**config.mk**
```make
export PLATFORM = sky130hd
export DESIGN_NAME = if_stage
export DESIGN_NICKNAME = d
export VERILOG_FILES = /design/src/rtl/if_stage.sv
export SDC_FILE = /design/constraint.sdc
export NUM_CORES = 1
export LEC_CHECK = 0
export ABC_AREA = 1
export BUFFER_PORTS_ARGS = -buffer_cell sky130_fd_sc_hd__buf_2
export CAP_MARGIN = 20
export CORE_ASPECT_RATIO = 0.6
export CORE_UTILIZATION = 40
export DETAILED_ROUTE_END_ITERATION = 8
export HOLD_SLACK_MARGIN = 0.06
export SLEW_MARGIN = 25
export SYNTH_ARGS = -nofsm -noshare
export SYNTH_HDL_FRONTEND = slang
export SYNTH_SLANG_ARGS = --single-unit
```
**constraint.sdc**
```tcl
create_clock -name clk -period 1.6 [get_ports clk]
set_clock_uncertainty 0.05 [all_clocks]
set_input_delay 0 -clock clk [delete_from_list [all_inputs] [get_ports clk]]
set_output_delay 0 -clock clk [all_outputs]
set_load 0.05 [all_outputs]
```
**src/rtl/if_stage.sv**
```systemverilog
// Instruction-fetch stage: owns the PC and fetches 32-bit instructions over a
// req/ack handshake. It feeds a registered {pc, inst, valid} slot to decode.
// A single-entry buffer catches a fetch that completes while decode is
// stalled, so no instruction is lost or duplicated.
module if_stage #(
    parameter logic [63:0] PC_RESET = 64'h0
) (
    input  logic        clk,
    input  logic        rstn,
    input  logic        stall_if,
    input  logic        jump_if,
    input  logic [63:0] jump_pc,
    output logic        imem_req,
    output logic [63:0] imem_addr,
    input  logic        imem_ack,
    input  logic [31:0] imem_rdata,
    output logic [63:0] pc_id,
    output logic [31:0] inst_id,
    output logic        valid_id
);

    localparam logic [31:0] NOP = 32'h0000_0013;

    typedef enum logic {FETCH = 1'b0, FULL = 1'b1} state_e;

    state_e      state_q, state_d;
    logic [63:0] pc_q, pc_d;
    logic [63:0] buf_pc_q, buf_pc_d;
    logic [31:0] buf_inst_q, buf_inst_d;
    logic [63:0] pc_id_q, pc_id_d;
    logic [31:0] inst_id_q, inst_id_d;
    logic        valid_id_q, valid_id_d;
    logic        xfer;
    logic [63:0] jump_tgt;

    // Request whenever the buffer is free; the address is the live PC.
    assign imem_req  = (state_q == FETCH);
    assign imem_addr = pc_q;
    // A handshake coinciding with a redirect belongs to the dead path.
    assign xfer      = imem_req & imem_ack & ~jump_if;
    // Redirect targets are forced word-aligned.
    assign jump_tgt  = jump_pc & ~64'h3;

    assign pc_id    = pc_id_q;
    assign inst_id  = inst_id_q;
    assign valid_id = valid_id_q;

    // Next-state: redirect > stall > drain buffer > direct fetch > bubble.
    always_comb begin
        state_d    = state_q;
        pc_d       = pc_q;
        buf_pc_d   = buf_pc_q;
        buf_inst_d = buf_inst_q;
        pc_id_d    = pc_id_q;
        inst_id_d  = inst_id_q;
        valid_id_d = valid_id_q;
        if (jump_if) begin
            pc_d       = jump_tgt;
            state_d    = FETCH;
            valid_id_d = 1'b0;
        end else if (stall_if) begin
            if (xfer) begin
                buf_pc_d   = pc_q;
                buf_inst_d = imem_rdata;
                pc_d       = pc_q + 64'd4;
                state_d    = FULL;
            end
        end else if (state_q == FULL) begin
            // PC was already advanced when the buffer was filled.
            pc_id_d    = buf_pc_q;
            inst_id_d  = buf_inst_q;
            valid_id_d = 1'b1;
            state_d    = FETCH;
        end else if (xfer) begin
            pc_id_d    = pc_q;
            inst_id_d  = imem_rdata;
            valid_id_d = 1'b1;
            pc_d       = pc_q + 64'd4;
        end else begin
            valid_id_d = 1'b0;
        end
    end

    // State registers with synchronous active-low reset.
    always_ff @(posedge clk) begin
        if (!rstn) begin
            state_q    <= FETCH;
            pc_q       <= PC_RESET;
            buf_pc_q   <= 64'h0;
            buf_inst_q <= NOP;
            pc_id_q    <= 64'h0;
            inst_id_q  <= NOP;
            valid_id_q <= 1'b0;
        end else begin
            state_q    <= state_d;
            pc_q       <= pc_d;
            buf_pc_q   <= buf_pc_d;
            buf_inst_q <= buf_inst_d;
            pc_id_q    <= pc_id_d;
            inst_id_q  <= inst_id_d;
            valid_id_q <= valid_id_d;
        end
    end

endmodule

```
# --- Word level (Yosys, flattened, before mapping) ---
# Index checks and enable logic that the tools add are counted.
totals:
  out_inout_bits: 162
  inputBits: 101
  ff_bits: 258
  elab_cells: 32
classes:
  muxes: 10
  n_reduce_logical: 5
  n_eq_ne: 2
  n_addsub: 1
  bitwise_logic: 6
ops:
  columns: ["operator", "n"]
  rows:
  - ["2-to-1 mux 64 bit", 6]
  - ["adder 64 x 3 -> 64 bit (second input constant)", 1]
  - ["2-to-1 mux 32 bit", 2]
  - ["AND reduction 3 bit", 2]
  - ["inverter 1 bit", 4]
  - ["inequality test 3 bit (second input constant)", 1]
  - ["OR reduction 3 bit", 1]
  - ["bitwise AND 1 bit", 2]
  - ["2-to-1 mux 1 bit", 2]
  - ["inequality test 2 bit (second input constant)", 1]
  - ["nonzero test 2 bit", 1]
  - ["OR reduction 2 bit", 1]

# --- Logic depth before layout (Yosys ltp) ---
logic_depth:
  ltp_word: 7
  depth_mapped: 11

# --- Least setup slack after synthesis ---
# No wires, ideal clock.
synth_path:
  path_type: "flip-flop to flip-flop"
  start: "register pc_q[2], in the netlist imem_addr[2]"
  end: "register pc_q[46], in the netlist imem_addr[46]"
  t_required_ps: 1418
  arrival_ps: 2003
  slack_ps: -586
  path_stages_with_launch: 11
  period_less_slack_ps: 2186
  cell_sequence: "dfxtp_1 > ha_1 > nand3_1 > inv_1 > nand2_1 > nor2_1 > nand2_1 > nor2_1 > nand3_1 > nand3_1 > a21oi_1"
synth_via:
  elab_chain_cells: 5
synth_lines:
  columns: ["item", "line_no", "text"]
  rows:
  - ["from (decl)", "27", "logic [63:0] pc_q, pc_d;"]
  - ["from (signal assigned)", "96", "pc_q <= pc_d;"]
  - ["adder 64 x 3 -> 64 bit (*)", "65, 78", null]
  - ["2-to-1 mux 64 bit (*)", "62, 74", null]
  - ["2-to-1 mux 64 bit", "68", "end else if (state_q == FULL) begin"]
  - ["2-to-1 mux 64 bit (*)", "61", "end else if (stall_if) begin"]
  - ["2-to-1 mux 64 bit (*)", "57", "if (jump_if) begin"]
# Mark *: on every way between the ends. The rest lies on a longest branch, timed or not. The select of a mux whose other input is x is not followed.
# A chain may end at the register's enable or synchronous reset.

# --- Worst setup path in the final report ---
layout_path:
  start: "register pc_q[34], in the netlist imem_addr[34]"
  end: "register pc_q[53], in the netlist imem_addr[53]"
# Same word-level chain as after synthesis.

==> flow_summary.ini <==
[outcome]
run_status = complete, but fails checks
violations_in_the_final_reports = negative setup slack

[critical_path]
start_kind = flip-flop
worstSetupStartpoint = imem_addr[34]
cp_class = reg -> reg
worstPathRequired_ns = 1.96
critical_path.endpoint_type = flip-flop
cp.arrival_ns = 2.18
worst_r2r_startpoint = imem_addr[34]
largest_fanout_on_the_critical_path = 4

[global_routing]
busiest_layer_in_global_routing = met1
grt_max_degree = 67
grt_usage = 0.331
first_pass_grt_wire_length_mm = 77.3
grt_util_met3 = 0.0618
grt_overflow_total = 0
number_of_antenna_violations_at_the_first_check_in_global_routing = 0
grt_util_met2 = 0.471
grt_use_met1 = 0.516
grt_pass1_vias = 13089

[sta]
count_of_final_max_slew_check_failures = 0
timing_hold_violations_final = 0
finalCriticalPeriod_ns = 1.82
max_freq_ghz = 0.549
postLayoutSetupSlackWorst_ns = -0.220
max_slew_margin = 0.538
setup_viol = 219
grt_setup_unrepaired = yes
share_of_the_clock_period_used_by_the_worst_path = 1.14
worst_pin_slew_ns = 0.692
fin_setup_tns_ns = -21.03

[min_path]
min_from = imem_rdata[24]
hold_path_class = in -> reg

[pwr]
power_report.internal_total_uw = 11000
power.net_switching_uw = 4920
leakage_uw = 0.00888
fin_total_pwr_uw = 15900
power_density_nw_per_um2 = 773
combinational_fraction_of_design_power = 0.203
power.share.sequential = 0.430
portion_of_total_power_attributed_to_the_clock_network = 0.367
switching_share = 0.310
vdd_drop_max_mv = 0.707

[clocking]
tritoncts_clock_tree = done
clockBufferDepth = 3
clock_latency_ns = 0.55
cts-htree-levels = 1
clockRootBuffer = sky130_fd_sc_hd__clkbuf_16
numCtsBuffers = 25
path_clk_slew_ns = 0.07
cts.sinks = 252

[logic_synthesis]
synth-seq-area-share = 0.428
synthDistinctLibCells = 31
yosys.area_share.xor_xnor = 0.0171
syn_area_per_cell_sq_um = 6.73
synth_top_family_by_area = simple AND/OR/NAND/NOR gates
ys_seq_elements = 252
ys_warn_count = 0
synthSimpleGateAreaFrac = 0.262
synth_compound_area_frac = 0.209
post_synth_inst_count = 1753
multiplexer_fraction_of_the_synthesized_cell_area = 0
yosys.area_share.adder = 0.00106
synthesis.area_sq_um = 11800

[placement]
gpl.final_weighted_congestion = 0.980
pre_cts_slack_ns = -0.342
post_dp_cell_area_sq_um = 15000
post-dp-hpwl_mm = 33.5
buffer_ports.inserted = 256

[final_layout]
area_delta_synth_final_pct = 74.4
antennaDiodeCount = 0
final_cell_area_sq_um = 20600
mostFrequentLayoutCells = 374 x sky130_fd_sc_hd__nand2_1, 254 x sky130_fd_sc_hd__buf_2, 191 x sky130_fd_sc_hd__dfxtp_1, 180 x sky130_fd_sc_hd__buf_4, 131 x sky130_fd_sc_hd__nor2_1
fin_nets = 2441
most_common_cell_after_layout_fill_and_taps_aside = sky130_fd_sc_hd__nand2_1
share_of_layout_cells_above_drive_strength_1 = 0.431
filler_cell_count = 2303

[route]
drc = 0
num_vias = 14918
vias_per_cell = 5.41
detail_route.first_pass.iterations = 5
detail_route.iter0.violations = 1334
drt-wirelength-per-cell_um = 20.4
detail-route-antenna-nets = 0
finalWirelength_mm = 56.3

[floorplan]
placement_rows = 48
chipWidth_um = 224
start_util = 0.408
top_level_i_o_count = 263
core-area_sq_um = 28900
floorplan.die_area_sq_um = 30200
fp.dieH_um = 135

[run]
drv.max_cap_violation_count = 0
==> layer usage <==
layer	vias up	routed length, um	share of wire
met1	7137	25600	0.46
met3	77	6350	0.11
met4	0	1130	0.020
li1	6973	-	-
met2	731	23200	0.41
met5	-	0	0
==> flip-flops by register name (all words and copies together), names as in the netlist <==
signal / flops
buf_pc_q: 62
imem_addr: 62
pc_id: 62
buf_inst_q: 32
inst_id: 32
state_q: 1
valid_id: 1
==> synthesized netlist by cell type <==
cell / n / area share
sky130_fd_sc_hd__buf_4: 6 / 0.0038
sky130_fd_sc_hd__buf_6: 8 / 0.0076
sky130_fd_sc_hd__buf_2: 21 / 0.0089
sky130_fd_sc_hd__nand3b_1: 2 / 0.0013
sky130_fd_sc_hd__xor2_1: 23 / 0.017
sky130_fd_sc_hd__nor3_2: 1 / 0.00085
sky130_fd_sc_hd__o21ai_0: 160 / 0.068
sky130_fd_sc_hd__clkbuf_2: 1 / 0.00042
sky130_fd_sc_hd__nand3_1: 49 / 0.021
sky130_fd_sc_hd__clkbuf_1: 77 / 0.025
sky130_fd_sc_hd__nor2_4: 1 / 0.00096
sky130_fd_sc_hd__clkinv_1: 1 / 0.00032
sky130_fd_sc_hd__nor2_1: 234 / 0.074
sky130_fd_sc_hd__conb_1: 1 / 0.00032
sky130_fd_sc_hd__nor2_2: 1 / 0.00053
sky130_fd_sc_hd__nand2_2: 1 / 0.00053
sky130_fd_sc_hd__a31oi_1: 117 / 0.062
sky130_fd_sc_hd__o211ai_1: 5 / 0.0032
sky130_fd_sc_hd__inv_2: 5 / 0.0016
sky130_fd_sc_hd__o21ai_1: 80 / 0.034
sky130_fd_sc_hd__dfxtp_1: 252 / 0.43
sky130_fd_sc_hd__nor4_1: 2 / 0.0011
sky130_fd_sc_hd__nand2_1: 474 / 0.15
sky130_fd_sc_hd__a21oi_1: 98 / 0.042
sky130_fd_sc_hd__nand4_1: 13 / 0.0069
sky130_fd_sc_hd__o311ai_0: 1 / 0.00074
sky130_fd_sc_hd__ha_1: 1 / 0.0011
sky130_fd_sc_hd__nor3_1: 8 / 0.0034
sky130_fd_sc_hd__and2_1: 1 / 0.00053
sky130_fd_sc_hd__buf_1: 2 / 0.00064
sky130_fd_sc_hd__inv_1: 107 / 0.034
==> final timing paths <==
path	end	slack, ns	cells past startpoint
worst min-delay path	buf_inst_q[24]	0.18	4
worst max-delay path	imem_addr[53]	-0.22	10
worst max register to register	imem_addr[53]	-0.22	10
worst min register to register	pc_id[13]	0.42	2
==> repair_timing <==
action	CTS	global route
hold buffers	122	0
setup buffers	27	48
endpoints found under the setup margin	151	226
gates resized for setup	176	453
pin swaps	34	133
endpoints found under the hold margin	196	0
cloned	19	21
==> layout make-up <==
class                   count  area (sq um)  area share
well taps                 400           500      0.0243
repair buffers            671          5950       0.289
flip-flops and latches    252          5210       0.254
clock buffers              41           746      0.0363
inverters                 113           445      0.0217
multi-input cells        1276          7690       0.374
clock inverters             3          20.0    0.000974
==> worst max-delay path: stages, from the launching register on <==
cell and delay [ns]:
sky130_fd_sc_hd__dfxtp_2 0.37, sky130_fd_sc_hd__nand2_2 0.09, sky130_fd_sc_hd__nor2_1 0.11, sky130_fd_sc_hd__buf_4 0.17, sky130_fd_sc_hd__nand4_1 0.26, sky130_fd_sc_hd__nor2_2 0.27
sky130_fd_sc_hd__nand2_1 0.07, sky130_fd_sc_hd__nand2_1 0.06, sky130_fd_sc_hd__nand2_1 0.06, sky130_fd_sc_hd__a21oi_2 0.12, sky130_fd_sc_hd__nor2_1 0.04
==> power groups by stage <==
| stage | clock network, uW | logic [uW] | registers, uW |
|---|---|---|---|
| 6_report | 5840 | 3220 | 6830 |
| 5_1_grt | 6090 | 3380 | 6860 |
| 4_1_cts | 5850 | 2840 | 6770 |
| 3_5_place_dp | 0 | 2360 | 6890 |
| 3_3_place_gp | 0 | 2350 | 6880 |
| 2_1_floorplan | 0 | 832 | 7560 |
==> metrics by stage <==
step / util / hold slack [ns] / cells
2_1_floorplan: - / 0.0849 / 1756
3_3_place_gp: 0.520 / 0.192 / 2493
3_5_place_dp: 0.520 / 0.196 / 2493
4_1_cts: 0.635 / 0.164 / 2705
5_1_grt: 0.712 / 0.188 / 2756
6_report: 0.712 / 0.180 / 2756
==> kinds of logic (layout without fill, tap and decap cells) <==
kind of cell	after synthesis	in the layout
buf+inv	228	828
fa+ha+maj	1	1
other cells	1	4
flops	252	252
compound gates	461	461
simple gates	787	787
xor+xnor	23	23
Note: power is estimated with default switching activity, not from simulation.
